### config.mk
export PLATFORM = sky130hd
export DESIGN_NAME = dc_huffman_encoder
export DESIGN_NICKNAME = d
export VERILOG_FILES = /design/src/rtl/dc_huffman_encoder.sv
export SDC_FILE = /design/constraint.sdc
export NUM_CORES = 1
export LEC_CHECK = 0
export CELL_PAD_IN_SITES_DETAIL_PLACEMENT = 0
export CELL_PAD_IN_SITES_GLOBAL_PLACEMENT = 1
export CORE_MARGIN = 3
export CORE_UTILIZATION = 39
export DETAILED_ROUTE_END_ITERATION = 16
export PLACE_DENSITY_LB_ADDON = 0.1
export SLEW_MARGIN = 0
export SYNTH_ARGS = -nofsm -noshare
export SYNTH_HDL_FRONTEND = slang
export SYNTH_SLANG_ARGS = --single-unit
### constraint.sdc
create_clock -name clk -period 10.14 [get_ports clk]
set_input_delay 2.028 -clock clk [delete_from_list [all_inputs] [get_ports clk]]
set_output_delay 2.028 -clock clk [all_outputs]
set_load 0.05 [all_outputs]
### src/rtl/dc_huffman_encoder.sv
// JPEG luminance DC encoder: DPCM difference, category code + magnitude bits,
// MSB-first byte packing with 0xFF->0xFF00 stuffing and a flush/pad sequence.
`timescale 1ns/1ps
module dc_huffman_encoder #(
  parameter int ACC_W = 32
) (
  input  logic        clk,
  input  logic        rst_n,
  input  logic        in_valid,
  output logic        in_ready,
  input  logic [10:0] dc_coef,
  input  logic        pred_clr,
  input  logic        flush,
  output logic        flush_done,
  output logic        out_valid,
  input  logic        out_ready,
  output logic [7:0]  out_byte
);

  localparam int CW = $clog2(ACC_W + 1);
  localparam logic [ACC_W-1:0] ONES = {ACC_W{1'b1}};

  typedef enum logic [2:0] {S_RUN, S_PAD, S_DRAIN, S_STUFF, S_DONE} state_t;

  state_t           r_state;
  state_t           r_ret;
  logic [ACC_W-1:0] r_acc;
  logic [CW-1:0]    r_cnt;
  logic [10:0]      r_pred;
  logic             r_flush_done;

  logic [10:0]      w_pred_eff;
  logic [11:0]      w_diff;
  logic [11:0]      w_abs;
  logic [11:0]      w_mag_src;
  logic [11:0]      w_mag;
  logic [3:0]       w_cat;
  logic [8:0]       w_code;
  logic [3:0]       w_code_len;
  logic [4:0]       w_sym_len;
  logic [19:0]      w_sym_raw;
  logic [ACC_W-1:0] w_sym_lj;
  logic             w_accept;
  logic             w_shift;
  logic             w_popped_ff;
  logic [ACC_W-1:0] w_acc_sh;
  logic [CW-1:0]    w_cnt_sh;
  logic [ACC_W-1:0] w_acc_app;
  logic [CW-1:0]    w_cnt_app;
  logic [CW-1:0]    w_cnt_pad;
  logic [ACC_W-1:0] w_pad_mask;

  assign in_ready   = (r_state == S_RUN) & ~flush & (r_cnt <= CW'(ACC_W - 20));
  assign out_valid  = (r_state != S_PAD) & ((r_cnt >= CW'(8)) | (r_state == S_STUFF));
  assign out_byte   = (r_state == S_STUFF) ? 8'h00 : r_acc[ACC_W-1 -: 8];
  assign flush_done = r_flush_done;

  assign w_accept    = in_valid & in_ready;
  // STUFF emits its 0x00 without consuming accumulator bits
  assign w_shift     = out_valid & out_ready & (r_state != S_STUFF);
  assign w_popped_ff = (r_acc[ACC_W-1 -: 8] == 8'hFF);

  assign w_pred_eff = pred_clr ? 11'd0 : r_pred;
  assign w_diff     = {dc_coef[10], dc_coef} - {w_pred_eff[10], w_pred_eff};
  assign w_abs      = w_diff[11] ? (12'd0 - w_diff) : w_diff;
  assign w_mag_src  = w_diff[11] ? (w_diff - 12'd1) : w_diff;
  assign w_mag      = w_mag_src & ((12'd1 << w_cat) - 12'd1);

  always_comb begin
    w_cat = 4'd0;
    for (int i = 0; i < 12; i++) begin
      if (w_abs[i]) w_cat = 4'(i + 1);
    end
  end

  always_comb begin
    w_code     = 9'd0;
    w_code_len = 4'd2;
    case (w_cat)
      4'd0:  begin w_code = 9'b000000000; w_code_len = 4'd2; end
      4'd1:  begin w_code = 9'b000000010; w_code_len = 4'd3; end
      4'd2:  begin w_code = 9'b000000011; w_code_len = 4'd3; end
      4'd3:  begin w_code = 9'b000000100; w_code_len = 4'd3; end
      4'd4:  begin w_code = 9'b000000101; w_code_len = 4'd3; end
      4'd5:  begin w_code = 9'b000000110; w_code_len = 4'd3; end
      4'd6:  begin w_code = 9'b000001110; w_code_len = 4'd4; end
      4'd7:  begin w_code = 9'b000011110; w_code_len = 4'd5; end
      4'd8:  begin w_code = 9'b000111110; w_code_len = 4'd6; end
      4'd9:  begin w_code = 9'b001111110; w_code_len = 4'd7; end
      4'd10: begin w_code = 9'b011111110; w_code_len = 4'd8; end
      4'd11: begin w_code = 9'b111111110; w_code_len = 4'd9; end
      default: begin w_code = 9'd0; w_code_len = 4'd2; end
    endcase
  end

  // Symbol is built right-justified, then moved to the top of an ACC_W word
  assign w_sym_len = 5'(w_code_len) + 5'(w_cat);
  assign w_sym_raw = (20'(w_code) << w_cat) | 20'(w_mag);
  assign w_sym_lj  = {w_sym_raw, {(ACC_W-20){1'b0}}} << (5'd20 - w_sym_len);

  // A byte leaving on the same edge frees space before the new symbol lands
  assign w_acc_sh  = w_shift ? (r_acc << 8) : r_acc;
  assign w_cnt_sh  = w_shift ? (r_cnt - CW'(8)) : r_cnt;
  assign w_acc_app = w_acc_sh | (w_sym_lj >> w_cnt_sh);
  assign w_cnt_app = w_cnt_sh + CW'(w_sym_len);

  assign w_cnt_pad  = (r_cnt + CW'(7)) & ~CW'(7);
  assign w_pad_mask = (ONES >> r_cnt) & ~(ONES >> w_cnt_pad);

  always_ff @(posedge clk or negedge rst_n) begin
    if (!rst_n) begin
      r_state      <= S_RUN;
      r_ret        <= S_RUN;
      r_acc        <= '0;
      r_cnt        <= '0;
      r_pred       <= 11'd0;
      r_flush_done <= 1'b0;
    end else begin
      r_flush_done <= 1'b0;
      if (pred_clr && (r_state != S_RUN)) r_pred <= 11'd0;
      case (r_state)
        S_RUN: begin
          r_acc <= w_accept ? w_acc_app : w_acc_sh;
          r_cnt <= w_accept ? w_cnt_app : w_cnt_sh;
          if (w_accept)      r_pred <= dc_coef;
          else if (pred_clr) r_pred <= 11'd0;
          if (w_shift && w_popped_ff) begin
            r_state <= S_STUFF;
            r_ret   <= S_RUN;
          end else if (flush) begin
            r_state <= S_PAD;
          end
        end
        S_PAD: begin
          r_acc   <= r_acc | w_pad_mask;
          r_cnt   <= w_cnt_pad;
          r_state <= S_DRAIN;
        end
        S_DRAIN: begin
          if (r_cnt == '0) begin
            r_state      <= S_DONE;
            r_flush_done <= 1'b1;
          end else begin
            r_acc <= w_acc_sh;
            r_cnt <= w_cnt_sh;
            if (w_shift && w_popped_ff) begin
              r_state <= S_STUFF;
              r_ret   <= S_DRAIN;
            end
          end
        end
        S_STUFF: begin
          if (out_ready) r_state <= r_ret;
        end
        S_DONE: begin
          r_pred  <= 11'd0;
          r_state <= S_RUN;
        end
        default: r_state <= S_RUN;
      endcase
    end
  end

endmodule

; Word level (Yosys, flattened, before mapping)
; Memories as Yosys holds them, arrays and structs flattened.
; Index checks and enable logic that the tools add are counted.
[totals]
ff_bits = 56
rom_bits = 208
inputBits = 17
output_inout_bits = 11
wordCells = 101
memories = 1
[mem_list]
columns = memory, depth, width, rd, rd_clocked_by_memory_dff, write_ports, line
row1 = (name not given), 16, 13, 1, 0, 0, 79  ; case (w_cat)
[classes]
add_sub_neg = 9
magnitude_cmp = 2
n_eq_ne = 13
n_shift = 6
mux = 40
bitwise_logic = 14
n_reduce_logical = 10
[op_table]
columns = operator, count
row1 = $mux 32, 3
row2 = $pmux 32 s3, 1
row3 = $or 32x32->32, 2
row4 = $shr 32x6->32 const A, 2
row5 = $mux 11, 4
row6 = $and 32x32->32, 1
row7 = $mux 4, 8
row8 = $not 32->32, 1
row9 = $shl 32x5->32, 1
row10 = $shr 32x6->32, 1
row11 = $mux 3, 9
row12 = $mux 12, 2
row13 = $sub 12x1->12 const B, 2
row14 = $pmux 11 s2, 1
row15 = $or 20x12->20, 1
row16 = $shl 9x4->20, 1
row17 = $mux 6, 3
row18 = $pmux 6 s3, 1
row19 = $and 12x12->12, 1
row20 = $pmux 3 s4, 1
row21 = $shl 1x4->12 const A, 1
row22 = $sub 1x12->12 const A, 1
row23 = $sub 11x11->12, 1
row24 = $eq 8x8->1 const B, 1
row25 = 30 further kinds, 44

; Logic depth before layout (Yosys ltp)
[logic_depth]
depth_word = 25
mapped_depth = 42
ltp_nobuf = 40

; Worst setup path before layout
; No wires, ideal clock.
[synth_path]
path_kind = input to register
startpoint = input port pred_clr
endpoint = register r_acc[8]
setup_ps = 90
arrival_time_ps = 9739
required_ps = 10050
slack_ps = 311
path_stages = 41
n_path_buf = 4
path_cell_list = clkbuf_1 > nor2_1 > ha_1 > inv_1 > fa_1 > inv_1 > ha_1 > or2_2 > a2111oi_0 > a2111oi_0 > o311ai_1 > or4_1 > a31oi_1 > o21ai_1 > a21o_1 > buf_2 > nand2_1 > ha_1 > (+5 left out) > fa_1 > ha_1 > nor2_1 > nor3_1 > a21oi_1 > a21boi_0 > nor2_1 > a31oi_1 > o311ai_1 > nand2_1 > clkbuf_1 > o21ai_0 > a211oi_1 > nor2_1 > mux2_2 > o311ai_1 > nor3_1 > o221ai_1
[synth_via]
elab_chain_len = 25
word_cells_on_any_way = 31
classes_between = add/sub: 6 / shift: 4 / mux: 17 / bitwise: 3 / memory: 1
[synth_lines]
columns = element, line
row1 = "start, declared", 12  ; input logic pred_clr,
row2 = $mux 11 *, 63  ; assign w_pred_eff = pred_clr ? 11'd0 : r_pred;
row3 = $sub 11x11->12 *, 64  ; assign w_diff = {dc_coef[10], dc_coef} - {w_pred_eff[10], w_pred_eff};
row4 = branches (longest 18 deep; another with $sub 1x12->12), n/a
row5 = $shl 32x5->32 *, 99  ; assign w_sym_lj = {w_sym_raw, {(ACC_W-20){1'b0}}} << (5'd20 - w_sym_len);
row6 = $shr 32x6->32 *, 104  ; assign w_acc_app = w_acc_sh | (w_sym_lj >> w_cnt_sh);
row7 = $or 32x32->32 *, 104
row8 = $mux 32 *, 123  ; r_acc <= w_accept ? w_acc_app : w_acc_sh;
row9 = $pmux 32 s3 *, 121  ; case (r_state)
row10 = "end signal, assigned", 123
row11 = "end signal, assigned", 135  ; r_acc <= r_acc | w_pad_mask;
row12 = "end signal, assigned", 144  ; r_acc <= w_acc_sh;
row13 = "end, declared", 27  ; logic [ACC_W-1:0] r_acc;
; Mark *: on every way between the ends.
; A chain may end at the register's enable or synchronous reset.

; Worst setup path after layout
[layout_path]
startpoint = input port pred_clr
endpoint = register r_acc[6]
; The elaborated chain is that of the path after synthesis.

==> out/summary.txt <==
Final clock skew - 14.54 ps
Kind of path behind the tightest hold check - flip-flop to flip-flop
Global Route met3 Usage - 0.03070
Kind of start point of the critical path - input port
Global-route total usage across every layer - 0.2856
Async set or reset register ratio after synthesis - 1.000
Clock sink total - 54
Min cycle time layout - 9784 ps
Residual DRC count - 0
Number of flops mapped to enable cells by yosys - 0
Total I/O pin count - 28
Most heavily used metal layer in global routing - met2
Row Count - 55
Cell mode on critical path - sky130_fd_sc_hd__ha_1
Clock Latency Late Sink - 310 ps
Yosys warnings - 0
Share of the clock period used by the worst path - 0.9649
Cell with the most instances after synthesis - sky130_fd_sc_hd__nor2_1
Die H - 159.5 um
Number of instances in the synthesized netlist - 1344
Total iterations of the first detailed-routing run - 6
Outcome - completed
Routed vias - 11080
FF+latch count, synth - 54
Hpwl dp - 28940 um
Primary flip-flop cell chosen by synthesis mapping - sky130_fd_sc_hd__dfrtp_1
Wire length of the first global-routing pass - 59950 um
Die Footprint - 0.02544 mm^2
Met1 track demand over resource in global routing - 0.4176
Max-slew violation count - 0
Clock root cell - sky130_fd_sc_hd__clkbuf_16
Crit-path max cell delay - 560 ps
Endpoint arrival time on the critical path - 9990 ps
Maximum capacitance violations - 0
Most instantiated cells after synthesis - sky130_fd_sc_hd__nor2_1, sky130_fd_sc_hd__nand2_1, sky130_fd_sc_hd__a21oi_1
Max Fclk - 102.2 MHz
Post-synthesis cell type with the largest combined area - sky130_fd_sc_hd__dfrtp_1
Area occupied by multi-input gates - 0.007535 mm^2
Number of endpoints with negative hold slack in the final report - 0
Final global-route overflow total - 0
# port buffers - 27
Sequential cell area fraction in the yosys report - 0.1471
TritonCTS clock tree - yes
Largest fanout on the critical path - 11
Routability Congestion - 1.017
Initial core utilization - 0.4010
Iteration-0 DRC Markers - 1238
Rel. slew slack - 0.2637
Accumulated negative setup slack - 0 ps
DRT antenna net count - 0
Fill count - 2386
Average cell area after synthesis - 6.837 um^2
Post-route core utilization - 0.4682
Pin count of the biggest net entering global routing - 55
Top post-synthesis cells by area - sky130_fd_sc_hd__dfrtp_1, sky130_fd_sc_hd__nor2_1, sky130_fd_sc_hd__nand2_1, sky130_fd_sc_hd__a21oi_1, sky130_fd_sc_hd__o21ai_0
CP endpoint kind - flip-flop
Max Buffers Root-to-Sink - 2
Worst setup path category - input port to flip-flop
Layout cells sized above 1 - 0.1536
Worst reg2reg setup slack - 2180 ps
TritonCTS buffer count - 5
Netlist cell types - 101
Crit path max-delay cell type - sky130_fd_sc_hd__or4_4
Synthesized net count - 1397
Flip-flop and latch area - 0.001351 mm^2
Grt met2 use - 0.4429
Floorplan core area - 0.02292 mm^2
Transition time of the tightest slew-check pin - 1096 ps
Signed area change from the synthesized netlist to the final layout - 16.76%
Number of levels the H-tree was split into - 2
Final antenna diode count - 0
Final number of setup-violating endpoints - 0
Hold Buf Count CTS - 0
Wire length after detailed routing - 38180 um
Required arrival time at the worst endpoint - 10350 ps
Share of Yosys cell area claimed by the top area cell type - 0.1471
Post-layout net count - 1453
Routed wire length per instance - 22.29 um
Via count of the first global-routing pass - 10460
Antenna violations before repair - 0
Netlist Area Pre-Place - 0.009189 mm^2
Per-cell via count in the routed design - 6.468
X dimension of the die - 159.5 um
Clock edge transition at the registers on the reported setup and hold paths - 80 ps
-- worst max-delay path: cells and delay by family --
kind / cells / cell delay, ps
AOI/OAI and AO/OA: 16 / 3130
adders and majority gates: 6 / 1770
buffers and inverters: 5 / 910
muxes: 1 / 530
and+or+nand+nor: 10 / 1620
-- routing by layer --
| metal | share of wire | routed length [um] | vias up |
|---|---|---|---|
| li1 | - | - | 5216 |
| met1 | 0.46 | 17430 | 5254 |
| met2 | 0.44 | 16690 | 541 |
| met3 | 0.077 | 2927 | 69 |
| met4 | 0.030 | 1135 | 0 |
| met5 | 0 | 0 | - |
-- layout make-up --
| type | count | share of cell area |
|---|---|---|
| tap | 313 | 0.03650 |
| inverter | 36 | 0.01259 |
| sequential | 54 | 0.1259 |
| clock buffer | 6 | 0.01294 |
| timing repair buffer | 139 | 0.1069 |
| clock inverter | 1 | 0.002799 |
| multi-input combinational | 1164 | 0.7023 |
-- worst paths after layout --
kind	start	to	cells past startpoint
worst min register to register	r_acc[4]$_DFFE_PN0P_	r_acc[4]$_DFFE_PN0P_	2
max in group asynchronous	rst_n	r_ret[1]$_DFFE_PN0P_	2
min in group asynchronous	rst_n	r_acc[12]$_DFFE_PN0P_	2
worst min-delay path	r_acc[4]$_DFFE_PN0P_	r_acc[4]$_DFFE_PN0P_	2
worst max-delay path	pred_clr	r_acc[6]$_DFFE_PN0P_	38
worst max register to register	r_pred[0]$_DFF_PN0_	r_acc[6]$_DFFE_PN0P_	39
-- timing repair --
action,in CTS,in global routing
pin swaps,0,3
buffers inserted,0,5
endpoints found under the setup margin,1,31
resized for setup,1,38
-- cells by family (layout without fill, tap and decap cells) --
| group | after synthesis | count (layout) | synth area share |
|---|---|---|---|
| mux | 30 | 30 | 0.03813 |
| flops | 54 | 54 | 0.1471 |
| xor+xnor | 30 | 30 | 0.03241 |
| simple gates | 568 | 568 | 0.2955 |
| fa+ha+maj | 36 | 36 | 0.05147 |
| buf+inv | 126 | 182 | 0.05501 |
| compound gates | 500 | 500 | 0.3804 |
-- cell usage in the layout, fill, tap and decap left out, types with 19 or more instances in the layout --
master / instances
sky130_fd_sc_hd__nor2_1: 170
sky130_fd_sc_hd__nand2_1: 148
sky130_fd_sc_hd__buf_4: 108
sky130_fd_sc_hd__a21oi_1: 96
sky130_fd_sc_hd__o21ai_0: 89
sky130_fd_sc_hd__nand3_1: 54
sky130_fd_sc_hd__dfrtp_1: 54
sky130_fd_sc_hd__nor3_1: 49
sky130_fd_sc_hd__inv_1: 33
sky130_fd_sc_hd__ha_1: 33
sky130_fd_sc_hd__clkdlybuf4s50_1: 26
sky130_fd_sc_hd__and2_1: 23
sky130_fd_sc_hd__o22ai_1: 21
sky130_fd_sc_hd__o211ai_1: 21
sky130_fd_sc_hd__xnor2_1: 20
sky130_fd_sc_hd__a211oi_1: 19
-- registers in the layout (all words and copies together) (netlist names) --
register    count
r_ret           1
r_pred         11
flush_done      1
r_acc          32
r_state         3
r_cnt           6
-- through the flow --
stage	cell area, um^2	hold WS (ps)	cells	setup WS [ps]
6_report	10730	520.8	1713	356.1
5_1_grt	10730	541.5	1713	-36.90
4_1_cts	10510	514.8	1708	37.24
3_5_place_dp	10340	495.4	1701	-283.0
3_3_place_gp	10340	510.1	1701	-60.19
2_1_floorplan	9189	466.5	1344	311.2
Power is left out: the tool's default activity adds up to more than one toggle a clock period on the data nets, which glitch-free logic cannot reach.
